**src/rtl/arb_mux_pkg.sv**
```systemverilog
// Shared constants for the arbitrated multiplexer: the arbitration mode encodings.
package arb_mux_pkg;
  localparam int MODE_FIXED = 0;
  localparam int MODE_RR    = 1;
endpackage

```
**src/rtl/arb_mux_if.sv**
```systemverilog
// Channel-side and output-side handshake bundle for arb_mux.
// The master modport is the traffic source/sink; the slave modport is the mux.
interface arb_mux_if #(
  parameter int W = 8,
  parameter int N = 4
);
  localparam int SW = $clog2(N);

  logic [N-1:0]   in_valid;
  logic [N*W-1:0] in_data;
  logic [N-1:0]   in_ready;
  logic           out_valid;
  logic [W-1:0]   out_data;
  logic [SW-1:0]  out_sel;
  logic           out_ready;

  modport master (
    output in_valid, in_data, out_ready,
    input  in_ready, out_valid, out_data, out_sel
  );

  modport slave (
    input  in_valid, in_data, out_ready,
    output in_ready, out_valid, out_data, out_sel
  );
endinterface

```
**src/rtl/arb_mux_rr_arbiter.sv**
```systemverilog
// One-hot grant generator: fixed lowest-index priority or round-robin search
// starting at ptr and wrapping from N-1 back to 0.
module rr_arbiter
  import arb_mux_pkg::*;
#(
  parameter int N    = 4,
  parameter int MODE = MODE_RR,
  localparam int SW  = $clog2(N)
) (
  input  logic [N-1:0]  req,
  input  logic [SW-1:0] ptr,
  output logic [N-1:0]  grant
);
  logic [SW:0] start;
  logic [SW:0] idx;
  logic        found;

  always_comb begin
    grant = '0;
    found = 1'b0;
    idx   = '0;
    start = (MODE == MODE_RR) ? {1'b0, ptr} : '0;
    // One extra index bit keeps start+k from overflowing before the mod-N fold.
    for (int k = 0; k < N; k++) begin
      idx = start + (SW+1)'(k);
      if (idx >= (SW+1)'(N)) idx = idx - (SW+1)'(N);
      if (!found && req[idx[SW-1:0]]) begin
        grant[idx[SW-1:0]] = 1'b1;
        found              = 1'b1;
      end
    end
  end
endmodule

```
**src/rtl/arb_mux.sv**
```systemverilog
// N-to-1 arbitrated multiplexer with a single registered output stage that
// refills in the same edge it drains, giving one word per cycle.
module arb_mux
  import arb_mux_pkg::*;
#(
  parameter int W    = 8,
  parameter int N    = 4,
  parameter int MODE = MODE_RR
) (
  input logic       clk,
  input logic       rst_n,
  arb_mux_if.slave  bus
);
  localparam int SW = $clog2(N);

  logic [N-1:0]  grant;
  logic [SW-1:0] ptr;
  logic [SW-1:0] g;
  logic [W-1:0]  sel_data;
  logic          load;
  logic          take;
  logic          out_valid_r;
  logic [W-1:0]  out_data_r;
  logic [SW-1:0] out_sel_r;

  rr_arbiter #(.N(N), .MODE(MODE)) u_arb (
    .req   (bus.in_valid),
    .ptr   (ptr),
    .grant (grant)
  );

  assign load = !out_valid_r || bus.out_ready;
  assign take = load && (|bus.in_valid);

  // rst_n gates in_ready because the empty register would otherwise look ready.
  assign bus.in_ready = grant & {N{load & rst_n}};

  always_comb begin
    g        = '0;
    sel_data = '0;
    for (int i = 0; i < N; i++) begin
      if (grant[i]) begin
        g        = SW'(i);
        sel_data = bus.in_data[i*W +: W];
      end
    end
  end

  // Output stage: drains and refills in one edge; ptr advances only on a transfer.
  always_ff @(posedge clk or negedge rst_n) begin
    if (!rst_n) begin
      out_valid_r <= 1'b0;
      out_data_r  <= '0;
      out_sel_r   <= '0;
      ptr         <= '0;
    end else begin
      if (load) out_valid_r <= |bus.in_valid;
      if (take) begin
        out_data_r <= sel_data;
        out_sel_r  <= g;
        if (MODE == MODE_RR) ptr <= (g == SW'(N-1)) ? '0 : g + SW'(1);
      end
    end
  end

  assign bus.out_valid = out_valid_r;
  assign bus.out_data  = out_data_r;
  assign bus.out_sel   = out_sel_r;
endmodule

```
**src/flat_wrapper.sv**
```systemverilog
// flat-port wrapper written by rule: the top's interface ports become plain ports
module arb_mux_flat import arb_mux_pkg::*;
#(
  parameter int W    = 8,
  parameter int N    = 4,
  parameter int MODE = MODE_RR
)
  (clk, rst_n, bus_in_valid, bus_in_data, bus_out_ready, bus_in_ready, bus_out_valid, bus_out_data, bus_out_sel);
  arb_mux_if #(.W(W), .N(N)) bus_i ();
  input logic clk;
  input logic rst_n;
  input wire logic [$bits(bus_i.in_valid)-1:0] bus_in_valid;
  input wire logic [$bits(bus_i.in_data)-1:0] bus_in_data;
  input wire logic [$bits(bus_i.out_ready)-1:0] bus_out_ready;
  output wire logic [$bits(bus_i.in_ready)-1:0] bus_in_ready;
  output wire logic [$bits(bus_i.out_valid)-1:0] bus_out_valid;
  output wire logic [$bits(bus_i.out_data)-1:0] bus_out_data;
  output wire logic [$bits(bus_i.out_sel)-1:0] bus_out_sel;
  assign bus_i.in_valid = bus_in_valid;
  assign bus_i.in_data = bus_in_data;
  assign bus_i.out_ready = bus_out_ready;
  assign bus_in_ready = bus_i.in_ready;
  assign bus_out_valid = bus_i.out_valid;
  assign bus_out_data = bus_i.out_data;
  assign bus_out_sel = bus_i.out_sel;
  arb_mux #(.W(W), .N(N), .MODE(MODE)) u_core (.clk(clk), .rst_n(rst_n), .bus(bus_i));
endmodule
```
**config.mk**
```make
export PLATFORM = sky130hd
export DESIGN_NAME = arb_mux_flat
export DESIGN_NICKNAME = d
export VERILOG_FILES = /design/src/rtl/arb_mux_pkg.sv /design/src/rtl/arb_mux_if.sv /design/src/rtl/arb_mux_rr_arbiter.sv /design/src/rtl/arb_mux.sv /design/src/flat_wrapper.sv
export SDC_FILE = /design/constraint.sdc
export NUM_CORES = 1
export LEC_CHECK = 0
export CAP_MARGIN = 30
export CORE_UTILIZATION = 37
export CTS_CLUSTER_DIAMETER = 120
export DETAILED_ROUTE_END_ITERATION = 6
export PLACE_DENSITY = 0.87
export SLEW_MARGIN = 20
export SYNTH_ARGS = -nofsm -noshare
export SYNTH_HDL_FRONTEND = slang
export SYNTH_SLANG_ARGS = --single-unit
export TNS_END_PERCENT = 10
```
**constraint.sdc**
```tcl
create_clock -name clk -period 3.27 [get_ports clk]
set_clock_uncertainty 0.05 [all_clocks]
set_input_delay 0.8175 -clock clk [delete_from_list [all_inputs] [get_ports clk]]
set_output_delay 0.8175 -clock clk [all_outputs]
set_load 0.03 [all_outputs]
```
==> flow_summary.json, run 1 <==
{
  "worstSetupPathType": "reg -> out",
  "maxSlewViolCount": 0,
  "drive_gt1_frac": 0.338,
  "synth_cell_types": 43,
  "endpoint_kind": "output pin",
  "grtUsageTotal": 0.226,
  "synth_area_mm2": 0.00117,
  "syn-num-nets": 160,
  "clock_path_buffers": 2,
  "wl_per_cell_um": 15.3,
  "hold_viol_final": 0,
  "status": "finished with violations",
  "yosys-top-cells-area": "dfrtp_1 (28%), ha_1 (6.4%), a221o_1 (6.0%)",
  "rows": 20,
  "async_flop_share": 1.00,
  "ios": 54,
  "via_per_inst": 5.44,
  "ir_drop_mv": 0.481,
  "required_ns": 2.40,
  "max_stage_delay_ns": 0.54,
  "initial_utilization": 0.386,
  "busiest_layer": "met2",
  "grt_overflow": 0,
  "period_needed_ns": 3.31,
  "syn_avg_cell_area_um2": 10.2,
  "max_cap_violations": 0,
  "violations": "setup timing",
  "drt_wl_total_um": 3790,
  "area_delta_synth_final_pct": 75.4,
  "firstDrtPassIters": 5,
  "gr-usage-met3": 0.0446,
  "setup_ws_ns": -0.0405,
  "arrival_ns": 2.44,
  "antenna_found_initial": 0,
  "place_congestion": 0.841,
  "antenna_cells": 0,
  "slowest_stage": "mux4_2",
  "critical_path.most_common_cell": "nor2b_4",
  "die-area_mm2": 0.00339,
  "synth_edf_count": 0,
  "core_area_mm2": 0.00303,
  "nets": 250,
  "clockRootBuffer": "clkbuf_4",
  "rsz0062_at_grt": "yes",
  "grt_pass1_vias": 1323,
  "worst_setup_path_start_kind": "flip-flop",
  "cts_htree_levels": 1,
  "finalSetupViolations": 2,
  "ant_nets": 0,
  "grt_max_degree": 14,
  "synth_top_cell_area_share": 0.278,
  "io_buffers": 53,
  "grt_pass1_wl_um": 5890,
  "yosysTopAreaCell": "dfrtp_1",
  "yosys-top-cells-count": "dfrtp_1 (13), nor2_1 (12), nand2_1 (8), a221o_1 (7)",
  "synth-main-ff-cell": "dfrtp_1",
  "tightest_slew_ns": 0.402,
  "die_y_um": 58.2,
  "numCtsBuffers": 3,
  "die_width_um": 58.2,
  "n_fill_cell": 239,
  "hpwl_um": 2900,
  "path_clk_slew_ns": 0.09,
  "power.leakage_nw": 0.895,
  "cts_tree": "built",
  "clock_sinks": 13,
  "crit_fanout": 4,
  "ys_ff_latch": 13,
  "yosys.cell_count.top_type": "dfrtp_1",
  "drc": 0,
  "netlist_instances": 115,
  "fmax_mhz": 302,
  "worstSkewPairLatency_ns": 0.28,
  "met1_usage": 0.261,
  "max_slew_margin": 0.732,
  "met2_usage": 0.420,
  "yosysSeqAreaShare": 0.278,
  "drtIter0Drc": 94,
  "finalPower_mw": 1.99,
  "hp-class": "reg -> reg",
  "worstPathCellList": "inv_2, ha_4, mux4_2, nor2b_4, a22o_1, a221o_1, nor2b_4, buf_6",
  "fin_tns_setup_ns": -0.0521,
  "fin_crit_sh": 1.01,
  "yosys_warnings": 0,
  "powerDensity_mw_per_mm2": 973,
  "vias": 1348
}
flip-flops by register name (all words and copies together) (netlist names):
signal                count
u_core.bus.out_data       8
u_core.bus.out_sel        2
u_core.ptr                2
u_core.bus.out_valid      1
final cells by class:
cell class                 count  area (um^2)  share of cell area
inverter                       4         15.0             0.00733
clock inverter                 1         5.00             0.00244
sequential                    13          325               0.159
tap                           44         55.1              0.0269
timing repair buffer          90          792               0.386
multi-input combinational     93          835               0.407
clock buffer                   3         22.5              0.0110
per-layer routing:
layer  up-vias  part of all wire
met5         -                 0
met1       651              0.39
met4         0                 0
met3         0             0.071
li1        633                 -
met2        64              0.54
cells in the final DEF (no fill, tap or decap), drive strengths merged, types with 3 or more instances in the layout:
master	instances
a21o	6
a21oi	6
a221o	7
a221oi	3
a22o	4
buf	45
clkbuf	3
clkdlybuf4s50	45
dfrtp	13
ha	6
inv	4
nand2	8
nor2	12
nor3b	6
o21ai	3
o22a	5
report_power, final:
part           switching, mW  total, mW  internal, mW
clock                 0.0537     0.0990        0.0453
sequential            0.0441      0.283         0.239
combinational          0.775       1.61         0.836
total                  0.873       1.99          1.12
cells by family (layout without fill, tap and decap cells):
logic type / after synthesis / count (layout) / synth area share
AOI/OAI and AO/OA: 42 / 42 / 0.322
adders and majority gates: 6 / 6 / 0.0642
buffers and inverters: 9 / 98 / 0.0514
DFF: 13 / 13 / 0.278
muxes: 3 / 3 / 0.0514
and+or+nand+nor: 42 / 42 / 0.232
worst max-delay path, delay by kind of cell, from the launching register on:
| kind | cells | cell delay [ns] |
|---|---|---|
| DFF | 1 | 0.37 |
| adders and majority gates | 1 | 0.28 |
| buffers and inverters | 2 | 0.19 |
| muxes | 1 | 0.54 |
| and+or+nand+nor | 2 | 0.31 |
| AOI/OAI and AO/OA | 2 | 0.49 |
final timing paths:
path / start / to / slack, ns / depth (start not counted)
min in group asynchronous: rst_n / u_core.ptr[0]$_DFFE_PN0P_ / 0.82 / 2
worst max register to register: u_core.ptr[0]$_DFFE_PN0P_ / u_core.bus.out_data[2]$_DFFE_PN0P_ / 0.07 / 13
max in group asynchronous: rst_n / u_core.bus.out_data[0]$_DFFE_PN0P_ / 2.18 / 2
worst min register to register: u_core.bus.out_sel[1]$_DFFE_PN0P_ / u_core.bus.out_sel[1]$_DFFE_PN0P_ / 0.45 / 2
worst max-delay path: u_core.ptr[0]$_DFFE_PN0P_ / bus_in_ready[3] / -0.04 / 8
worst min-delay path: u_core.bus.out_sel[1]$_DFFE_PN0P_ / u_core.bus.out_sel[1]$_DFFE_PN0P_ / 0.45 / 2
metrics by stage:
| step | instance area (um^2) | setup slack [ns] | hold slack [ns] | utilization | instances |
|---|---|---|---|---|---|
| after floorplan | 1200 | -0.0117 | 0.472 | - | 115 |
| after CTS | 2020 | -0.0223 | 0.455 | 0.666 | 245 |
| final | 2050 | -0.0405 | 0.448 | 0.677 | 248 |
| after global placement | 1960 | -0.667 | 0.428 | 0.649 | 237 |
| after detailed placement | 1960 | -0.800 | 0.435 | 0.649 | 237 |
| after global routing | 2050 | -0.118 | 0.462 | 0.677 | 248 |
repair_timing:
| action | in CTS | in global routing |
|---|---|---|
| pin swaps | 2 | 2 |
| resized for setup | 33 | 3 |
| hold buffers | 0 | 0 |
| buffers inserted | 4 | 2 |
| setup endpoints to repair | 10 | 4 |
| cloned | 0 | 0 |
(Power assumes the default switching activity.)
==> inputs of run 2 (changes only) <==
- CTS_CLUSTER_SIZE: default -> 14
==> results of run 2 <==
Same layout as run 1: the final DEF is identical, and so are final timing and power.
